--- config.mk ---
export PLATFORM = sky130hd
export DESIGN_NAME = spongent_padder_flat
export DESIGN_NICKNAME = d
export VERILOG_FILES = /design/src/rtl/spongent_padder_if.sv /design/src/rtl/spongent_padder.sv /design/src/flat_wrapper.sv
export SDC_FILE = /design/constraint.sdc
export NUM_CORES = 1
export LEC_CHECK = 0
export BUFFER_PORTS_ARGS = -buffer_cell sky130_fd_sc_hd__buf_2
export CAP_MARGIN = 20
export CORE_MARGIN = 2
export CORE_UTILIZATION = 45
export CTS_BUF_LIST = sky130_fd_sc_hd__clkbuf_8
export DETAILED_ROUTE_END_ITERATION = 8
export PLACE_DENSITY_LB_ADDON = 0.15
export SLEW_MARGIN = 20
export SYNTH_ARGS = -nofsm -noshare
export SYNTH_HDL_FRONTEND = slang
export SYNTH_SLANG_ARGS = --single-unit
--- constraint.sdc ---
create_clock -name clk -period 2.3 [get_ports clk]
set_input_delay 0.23 -clock clk [delete_from_list [all_inputs] [get_ports clk]]
set_output_delay 0.23 -clock clk [all_outputs]
set_load 0.005 [all_outputs]
--- src/rtl/spongent_padder_if.sv ---
// Byte-stream input and hash absorb handshake between a message source,
// spongent_padder and spongent_hash.
interface spongent_padder_if #(
  parameter int RATE        = 8,
  parameter int COUNT_WIDTH = 16
);
  logic [7:0]             s_data;
  logic                   s_valid;
  logic                   s_last;
  logic                   s_ready;
  logic [RATE-1:0]        hash_in;
  logic                   hash_in_valid;
  logic                   hash_in_received;
  logic                   hash_in_completed;
  logic [COUNT_WIDTH-1:0] block_count;

  // Environment side: produces bytes and acknowledges blocks.
  modport master (
    output s_data, s_valid, s_last, hash_in_received,
    input  s_ready, hash_in, hash_in_valid, hash_in_completed, block_count
  );

  // Padder side.
  modport slave (
    input  s_data, s_valid, s_last, hash_in_received,
    output s_ready, hash_in, hash_in_valid, hash_in_completed, block_count
  );
endinterface

--- src/rtl/spongent_padder.sv ---
// Packs a byte stream MSB-first into RATE-bit blocks, appends Spongent
// padding (0x80 then zeros) and drives the hash absorb handshake.
module spongent_padder #(
  parameter int RATE        = 8,
  parameter int COUNT_WIDTH = 16
) (
  input  logic              clk,
  input  logic              rst,
  spongent_padder_if.slave  bus
);

  localparam int BYTES = RATE / 8;
  localparam int CNT_W = (BYTES > 1) ? $clog2(BYTES) : 1;

  localparam logic [1:0] ST_COLLECT = 2'd0;
  localparam logic [1:0] ST_SEND    = 2'd1;
  localparam logic [1:0] ST_GAP     = 2'd2;
  localparam logic [1:0] ST_DONE    = 2'd3;

  logic [1:0]             state_q, state_d;
  logic [RATE-1:0]        blk_q, blk_d;
  logic [CNT_W-1:0]       cnt_q, cnt_d;
  logic                   pad_pending_q, pad_pending_d;
  logic                   last_blk_q, last_blk_d;
  logic [COUNT_WIDTH-1:0] block_count_q, block_count_d;
  logic                   last_slot;

  function automatic logic [COUNT_WIDTH-1:0] sat_inc(input logic [COUNT_WIDTH-1:0] v);
    return (&v) ? v : v + COUNT_WIDTH'(1);
  endfunction

  assign last_slot = (int'(cnt_q) == BYTES - 1);

  always_comb begin
    state_d       = state_q;
    blk_d         = blk_q;
    cnt_d         = cnt_q;
    pad_pending_d = pad_pending_q;
    last_blk_d    = last_blk_q;
    block_count_d = block_count_q;

    case (state_q)
      ST_COLLECT: begin
        if (bus.s_valid) begin
          // A final byte short of the boundary gets its padding in the same edge.
          for (int i = 0; i < BYTES; i++) begin
            if (i == int'(cnt_q)) begin
              blk_d[RATE-1-8*i -: 8] = bus.s_data;
            end else if (bus.s_last && (i > int'(cnt_q))) begin
              blk_d[RATE-1-8*i -: 8] = (i == int'(cnt_q) + 1) ? 8'h80 : 8'h00;
            end
          end
          cnt_d = cnt_q + CNT_W'(1);
          if (bus.s_last) begin
            state_d = ST_SEND;
            if (last_slot) begin
              pad_pending_d = 1'b1;
              last_blk_d    = 1'b0;
            end else begin
              last_blk_d    = 1'b1;
            end
          end else if (last_slot) begin
            state_d    = ST_SEND;
            last_blk_d = 1'b0;
          end
        end
      end

      ST_SEND: begin
        if (bus.hash_in_received) begin
          block_count_d = sat_inc(block_count_q);
          state_d       = ST_GAP;
        end
      end

      ST_GAP: begin
        if (last_blk_q) begin
          state_d = ST_DONE;
        end else if (pad_pending_q) begin
          // Message ended exactly on a boundary: emit a block of pure padding.
          blk_d               = '0;
          blk_d[RATE-1 -: 8]  = 8'h80;
          pad_pending_d       = 1'b0;
          last_blk_d          = 1'b1;
          state_d             = ST_SEND;
        end else begin
          // Clearing here keeps unwritten slots at zero while collecting.
          blk_d   = '0;
          cnt_d   = '0;
          state_d = ST_COLLECT;
        end
      end

      ST_DONE: begin
        state_d = ST_DONE;
      end

      default: begin
        state_d = ST_COLLECT;
      end
    endcase
  end

  always_ff @(posedge clk) begin
    if (!rst) begin
      state_q       <= ST_COLLECT;
      blk_q         <= '0;
      cnt_q         <= '0;
      pad_pending_q <= 1'b0;
      last_blk_q    <= 1'b0;
      block_count_q <= '0;
    end else begin
      state_q       <= state_d;
      blk_q         <= blk_d;
      cnt_q         <= cnt_d;
      pad_pending_q <= pad_pending_d;
      last_blk_q    <= last_blk_d;
      block_count_q <= block_count_d;
    end
  end

  assign bus.s_ready           = rst && (state_q == ST_COLLECT);
  assign bus.hash_in           = blk_q;
  assign bus.hash_in_valid     = (state_q == ST_SEND);
  assign bus.hash_in_completed = (state_q == ST_DONE);
  assign bus.block_count       = block_count_q;

endmodule

--- src/flat_wrapper.sv ---
// flat-port wrapper written by rule: the top's interface ports become plain ports
module spongent_padder_flat 
#(
  parameter int RATE        = 8,
  parameter int COUNT_WIDTH = 16
)
  (clk, rst, bus_s_data, bus_s_valid, bus_s_last, bus_hash_in_received, bus_s_ready, bus_hash_in, bus_hash_in_valid, bus_hash_in_completed, bus_block_count);
  spongent_padder_if #(.RATE(RATE), .COUNT_WIDTH(COUNT_WIDTH)) bus_i ();
  input  logic clk;
  input  logic rst;
  input wire logic [$bits(bus_i.s_data)-1:0] bus_s_data;
  input wire logic [$bits(bus_i.s_valid)-1:0] bus_s_valid;
  input wire logic [$bits(bus_i.s_last)-1:0] bus_s_last;
  input wire logic [$bits(bus_i.hash_in_received)-1:0] bus_hash_in_received;
  output wire logic [$bits(bus_i.s_ready)-1:0] bus_s_ready;
  output wire logic [$bits(bus_i.hash_in)-1:0] bus_hash_in;
  output wire logic [$bits(bus_i.hash_in_valid)-1:0] bus_hash_in_valid;
  output wire logic [$bits(bus_i.hash_in_completed)-1:0] bus_hash_in_completed;
  output wire logic [$bits(bus_i.block_count)-1:0] bus_block_count;
  assign bus_i.s_data = bus_s_data;
  assign bus_i.s_valid = bus_s_valid;
  assign bus_i.s_last = bus_s_last;
  assign bus_i.hash_in_received = bus_hash_in_received;
  assign bus_s_ready = bus_i.s_ready;
  assign bus_hash_in = bus_i.hash_in;
  assign bus_hash_in_valid = bus_i.hash_in_valid;
  assign bus_hash_in_completed = bus_i.hash_in_completed;
  assign bus_block_count = bus_i.block_count;
  spongent_padder #(.RATE(RATE), .COUNT_WIDTH(COUNT_WIDTH)) u_core (.clk(clk), .rst(rst), .bus(bus_i));
endmodule
# After elaboration in Yosys (flattened, before gate mapping)
# Index checks and enable logic that the tools add are counted.
# word_totals
regBits,29
in_bits,13
output_inout_bits,27
word_cells,57
# classes
n_addsub,2
eq_ne,10
n_mux,28
n_bitwise,1
n_reduce_logical,10
# ops
operator,n
$mux 8,4
$add 16x1->16 const B,1
$pmux 8 s2,1
$reduce_and 16->1,1
$mux 1,14
$ne 2x2->1 const B,6
$mux 2,5
$reduce_and 3->1,3
$pmux 2 s4,1
$reduce_and 4->1,2
$pmux 1 s2,3
$reduce_and 5->1,1
$eq 2x2->1 const B,2
$ne 3x3->1 const B,1
$eq 2x1->1 const B,1
$logic_not 2->1,1
$reduce_bool 2->1,1
$add 1x1->1 const B,1
$logic_and 1x1->1,1
$not 1->1,1

# Logic depth before layout (Yosys ltp)
# logic_depth
depth_word,4
depth_mapped,6
mapped_depth_nobuf,5

# Worst setup path after synthesis
# OpenSTA, ideal clock, no wires.
# synth_path
path_type,flip-flop to flip-flop
startpoint,register u_core.state_q[1]
endpoint,register u_core.block_count_q[9] (netlist: u_core.bus.block_count[9])
setup_time_ps,70
arrival_time_ps,1731
required_time_ps,2230
setup_slack_ps,498
path_stages_with_launch,6
n_path_buf,1
synth_period_minus_slack_ps,1802
path_cell_list,dfxtp_1 -> nand3b_4 -> or4_1 -> buf_2 -> or4_1 -> a21oi_1
# synth_via
elab_chain_len,2
# synth_rtl
element,line_no,text
start: declaration,spongent_padder.sv:20,"logic [1:0] state_q, state_d;"
start signal: assignment,spongent_padder.sv:113,state_q <= state_d;
$eq 2x1->1,spongent_padder.sv:42,case (state_q)
$reduce_and 3->1 (no line),-,
end signal: assignment,spongent_padder.sv:118,block_count_q <= block_count_d;
end: declaration,spongent_padder.sv:25,"logic [COUNT_WIDTH-1:0] block_count_q, block_count_d;"
# No other way between the ends.
# A chain may end at the register's enable or synchronous reset.

# Worst setup path after layout
# layout_path
startpoint,register u_core.block_count_q[2] (netlist: u_core.bus.block_count[2])
endpoint,register u_core.block_count_q[9] (netlist: u_core.bus.block_count[9])
# layout_via
elab_chain_len,3
word_cells_on_any_way,4
classes_between,1 x add/sub; 1 x bitwise; 2 x reduce/logical
# layout_rtl
element
branches (longest 3 deep; another with $add 16x1->16)
# Parallel ways; which one is timed is not known.

==> results by group <==
Timing
  – Final setup viols: 0
  – Peak Freq: slightly above 500 MHz
  – Period utilization: 84.4%
  – Setup TNS: 0 ns
  – Final Hold Vio Count: 0
  – Max Transition Viols Final: 0
  – Clk_skew: 0.00544 ns
  – Max_slew headroom: between 60 and 70%
  – Unrepaired setup endpoints after global routing: no
  – Worst slew pin tran: 0.489 ns
  – Minimum clock period: 1.94 ns

Logic synthesis
  – Number of synthesized flops with an enable pin: 0
  – Synth top area share: 42.4%
  – Sequential-to-total area share from yosys stat: 42.4%
  – Synth async-reset ratio: 0%
  – Flops & latches, synth: 29
  – Most used DFF post-synth: dfxtp_1
  – Top cell type by total area after synthesis: dfxtp_1
  – Post-synth cell types: between 40 and 50
  – Top cells by area, synth: dfxtp_1 (42%), a21oi_1 (6.9%), nor2_1 (4.1%), o21ai_0 (4.0%), or4_1 (3.8%)
  – Mean area per synthesized cell: 8.51 sq um
  – Synth Instances: 161
  – Yosys warning count: 0
  – Mapped Nets: 175
  – Post-Syn Area: 1370 sq um

Setup path
  – Worst setup SP type: flop
  – Crit-path slowest cell: or4_1
  – Cells along the critical path: nand3_1, or4_1, or4_1, a21oi_1
  – Worst Path Arrival: 2.14 ns
  – Most used cell, CP: or4_1
  – WP buf/inv: 0
  – Setup CP Type: reg -> reg
  – Slowest stage delay, CP: 0.68 ns
  – Worst path top cell family by delay: simple AND/OR/NAND/NOR gates
  – Worst EP required: roughly 2.5 ns
  – Crit path max fanout: 10
  – Critical Path End Type: flop

Final layout
  – Core Util, Final: 56.9%
  – N_diodes: 0
  – Layout Nets: about 220
  – Layout area overhead: 23.7%
  – Fillers: 292
  – Storage cell area: between 500 and 600 sq um
  – Share of layout cells above drive strength 1: 27.9%
  – Area of the multi-input gates: 747 sq um

Floorplan
  – DIE WIDTH: 59.2 um
  – Core Rows: 20
  – I/O pin total: 40
  – Starting Density: 46.0%
  – Core box area: 2980 sq um
  – DIE AREA: around 3500 sq um
  – Die height: 59.2 um

Detailed routing
  – Via count: 1379
  – Via/cell ratio: 5.82
  – Wirelength, routed: ~3.2 mm
  – Routed Antenna Nets: 0
  – DR DRC count: 0
  – Drt first-iter violations: around 100
  – Detailed Routing Iterations Pass 1: 4
  – Post-DR wirelength/cell: approximately 13 um

Power
  – Combinational power share: about an eighth
  – Worst VDD drop: slightly above 0.4 mV
  – Leak: 0.000695 uW
  – Cell Pwr Density: 639 nW/um^2
  – Internal power: 820 uW
  – Total net switching power: 264 uW
  – Clock power share: 37.7%
  – Sequential Power Share: between 50% and 60%
  – Switching Fraction: 24.4%

CTS
  – TritonCTS Buffers: 5
  – Post_cts resized: 0
  – Postcts setup bufs: 0
  – CTS tree: done
  – # H-tree levels: 2
  – CTS sink count: 29
  – Worst-Skew Late Latency: roughly 0.27 ns
  – Clock transition at the registers of the reported paths: 0.06 ns
  – Hold_buf cts: 0
  – CTS max path bufs: 2
  – Root Driver: clkbuf_8

Place
  – Final GP Congestion: ~0.79
  – DP Wirelength: around 2.3 mm
  – Number of port buffers: 39

GRT
  – Number of global-route vias before repair: 1224
  – Grt ovf: 0
  – First-pass GRT wire length: 5.32 mm
  – Largest net degree at the start of global routing: 29
  – Global-route usage over all layers: 19.9%
  – Initial antenna violation count: 0

Outcome
  – Run status: finished, final reports clean

Flow run
  – Max Cap Viol: 0

Hold path
  – Hold Path Class: in -> reg
## final cells by class
cell class,count,share of cell area [%]
well taps,33,2.44
inverters,4,0.886
multi-input cells,121,44.1
clock inverters,1,0.221
clock buffers,6,4.87
repair buffers,43,13.3
flip-flops and latches,29,34.2
## cell usage in the layout (no fill, tap or decap), types with 6 or more instances in the layout
| cell type | count |
|---|---|
| clkbuf_8 | 6 |
| a21oi_1 | 19 |
| a22oi_1 | 6 |
| o21ai_0 | 11 |
| nor2_1 | 15 |
| buf_2 | 39 |
| o31ai_1 | 6 |
| nand2_1 | 9 |
| or4_1 | 7 |
| nand4_1 | 7 |
| dfxtp_1 | 29 |
## power by group through the flow
stage	clock [uW]	sequential (uW)	combinational, uW
global route	440	544	151
floorplan	0	553	80.0
finish	409	542	134
global placement	0	552	130
detailed placement	0	552	135
CTS	420	541	136
## cells by family after synthesis
kind of cell,share of synthesized area (%)
AOI/OAI and AO/OA,22.9
and+or+nand+nor,28.5
muxes,1.55
buffers and inverters,3.10
adders and majority gates,0.913
xor gates and xnor gates,0.639
DFF,42.4
## state kept, by name, indices dropped and copies added, names as in the netlist
register,count
u_core.bus.block_count,16
u_core.bus.hash_in,8
u_core.state_q,2
u_core.cnt_q,1
u_core.last_blk_q,1
u_core.pad_pending_q,1
## layer usage
layer	share of wire (%)	up-vias	track usage, %
met5	0	-	0
met3	5.2	4	6.11
li1	-	694	-
met1	44	651	23.4
met2	50	30	34.0
met4	0.85	0	7.14
## worst paths after layout
check | slack, ns | to | cells after the start | from
max | 0.36 | u_core.bus.block_count[9]$_SDFFE_PN0P_ | 4 | u_core.bus.block_count[2]$_SDFFE_PN0P_
min | 0.19 | u_core.bus.hash_in[2]$_SDFFE_PN0P_ | 3 | bus_s_data[2]
max reg2reg | 0.36 | u_core.bus.block_count[9]$_SDFFE_PN0P_ | 4 | u_core.bus.block_count[2]$_SDFFE_PN0P_
min reg2reg | 0.45 | u_core.bus.hash_in[0]$_SDFFE_PN0P_ | 2 | u_core.bus.hash_in[0]$_SDFFE_PN0P_
## synthesized netlist by cell type (2+ instances only)
| master | n |
|---|---|
| and3_1 | 2 |
| and2_1 | 2 |
| nor3_1 | 2 |
| o31ai_1 | 6 |
| dfxtp_1 | 29 |
| o311ai_0 | 2 |
| nand4_1 | 7 |
| nor2b_1 | 2 |
| o21ai_0 | 11 |
| or2_2 | 3 |
| a22oi_1 | 6 |
| clkbuf_1 | 5 |
| nor2_1 | 15 |
| a21oi_1 | 19 |
| and4_1 | 2 |
| nand2_1 | 9 |
| or3_1 | 5 |
| nor3b_1 | 2 |
| nand3_1 | 2 |
| inv_1 | 3 |
| or4_1 | 7 |
## worst min-delay path, stage by stage
cell     delay (ns)
buf_2          0.07
a22oi_1        0.05
nor2_1         0.07
## stage by stage
step / total power, uW / worst slack, ns / instance area, sq um / hold WS (ns) / std cells
6_report: 1080 / 0.359 / 1700 / 0.195 / 237
2_1_floorplan: 633 / 0.498 / 1370 / 0.377 / 161
4_1_cts: 1100 / 0.366 / 1700 / 0.195 / 237
3_3_place_gp: 682 / 0.445 / 1610 / 0.441 / 230
5_1_grt: 1140 / 0.256 / 1700 / 0.220 / 237
3_5_place_dp: 688 / 0.383 / 1610 / 0.454 / 230
(Power assumes the default switching activity.)
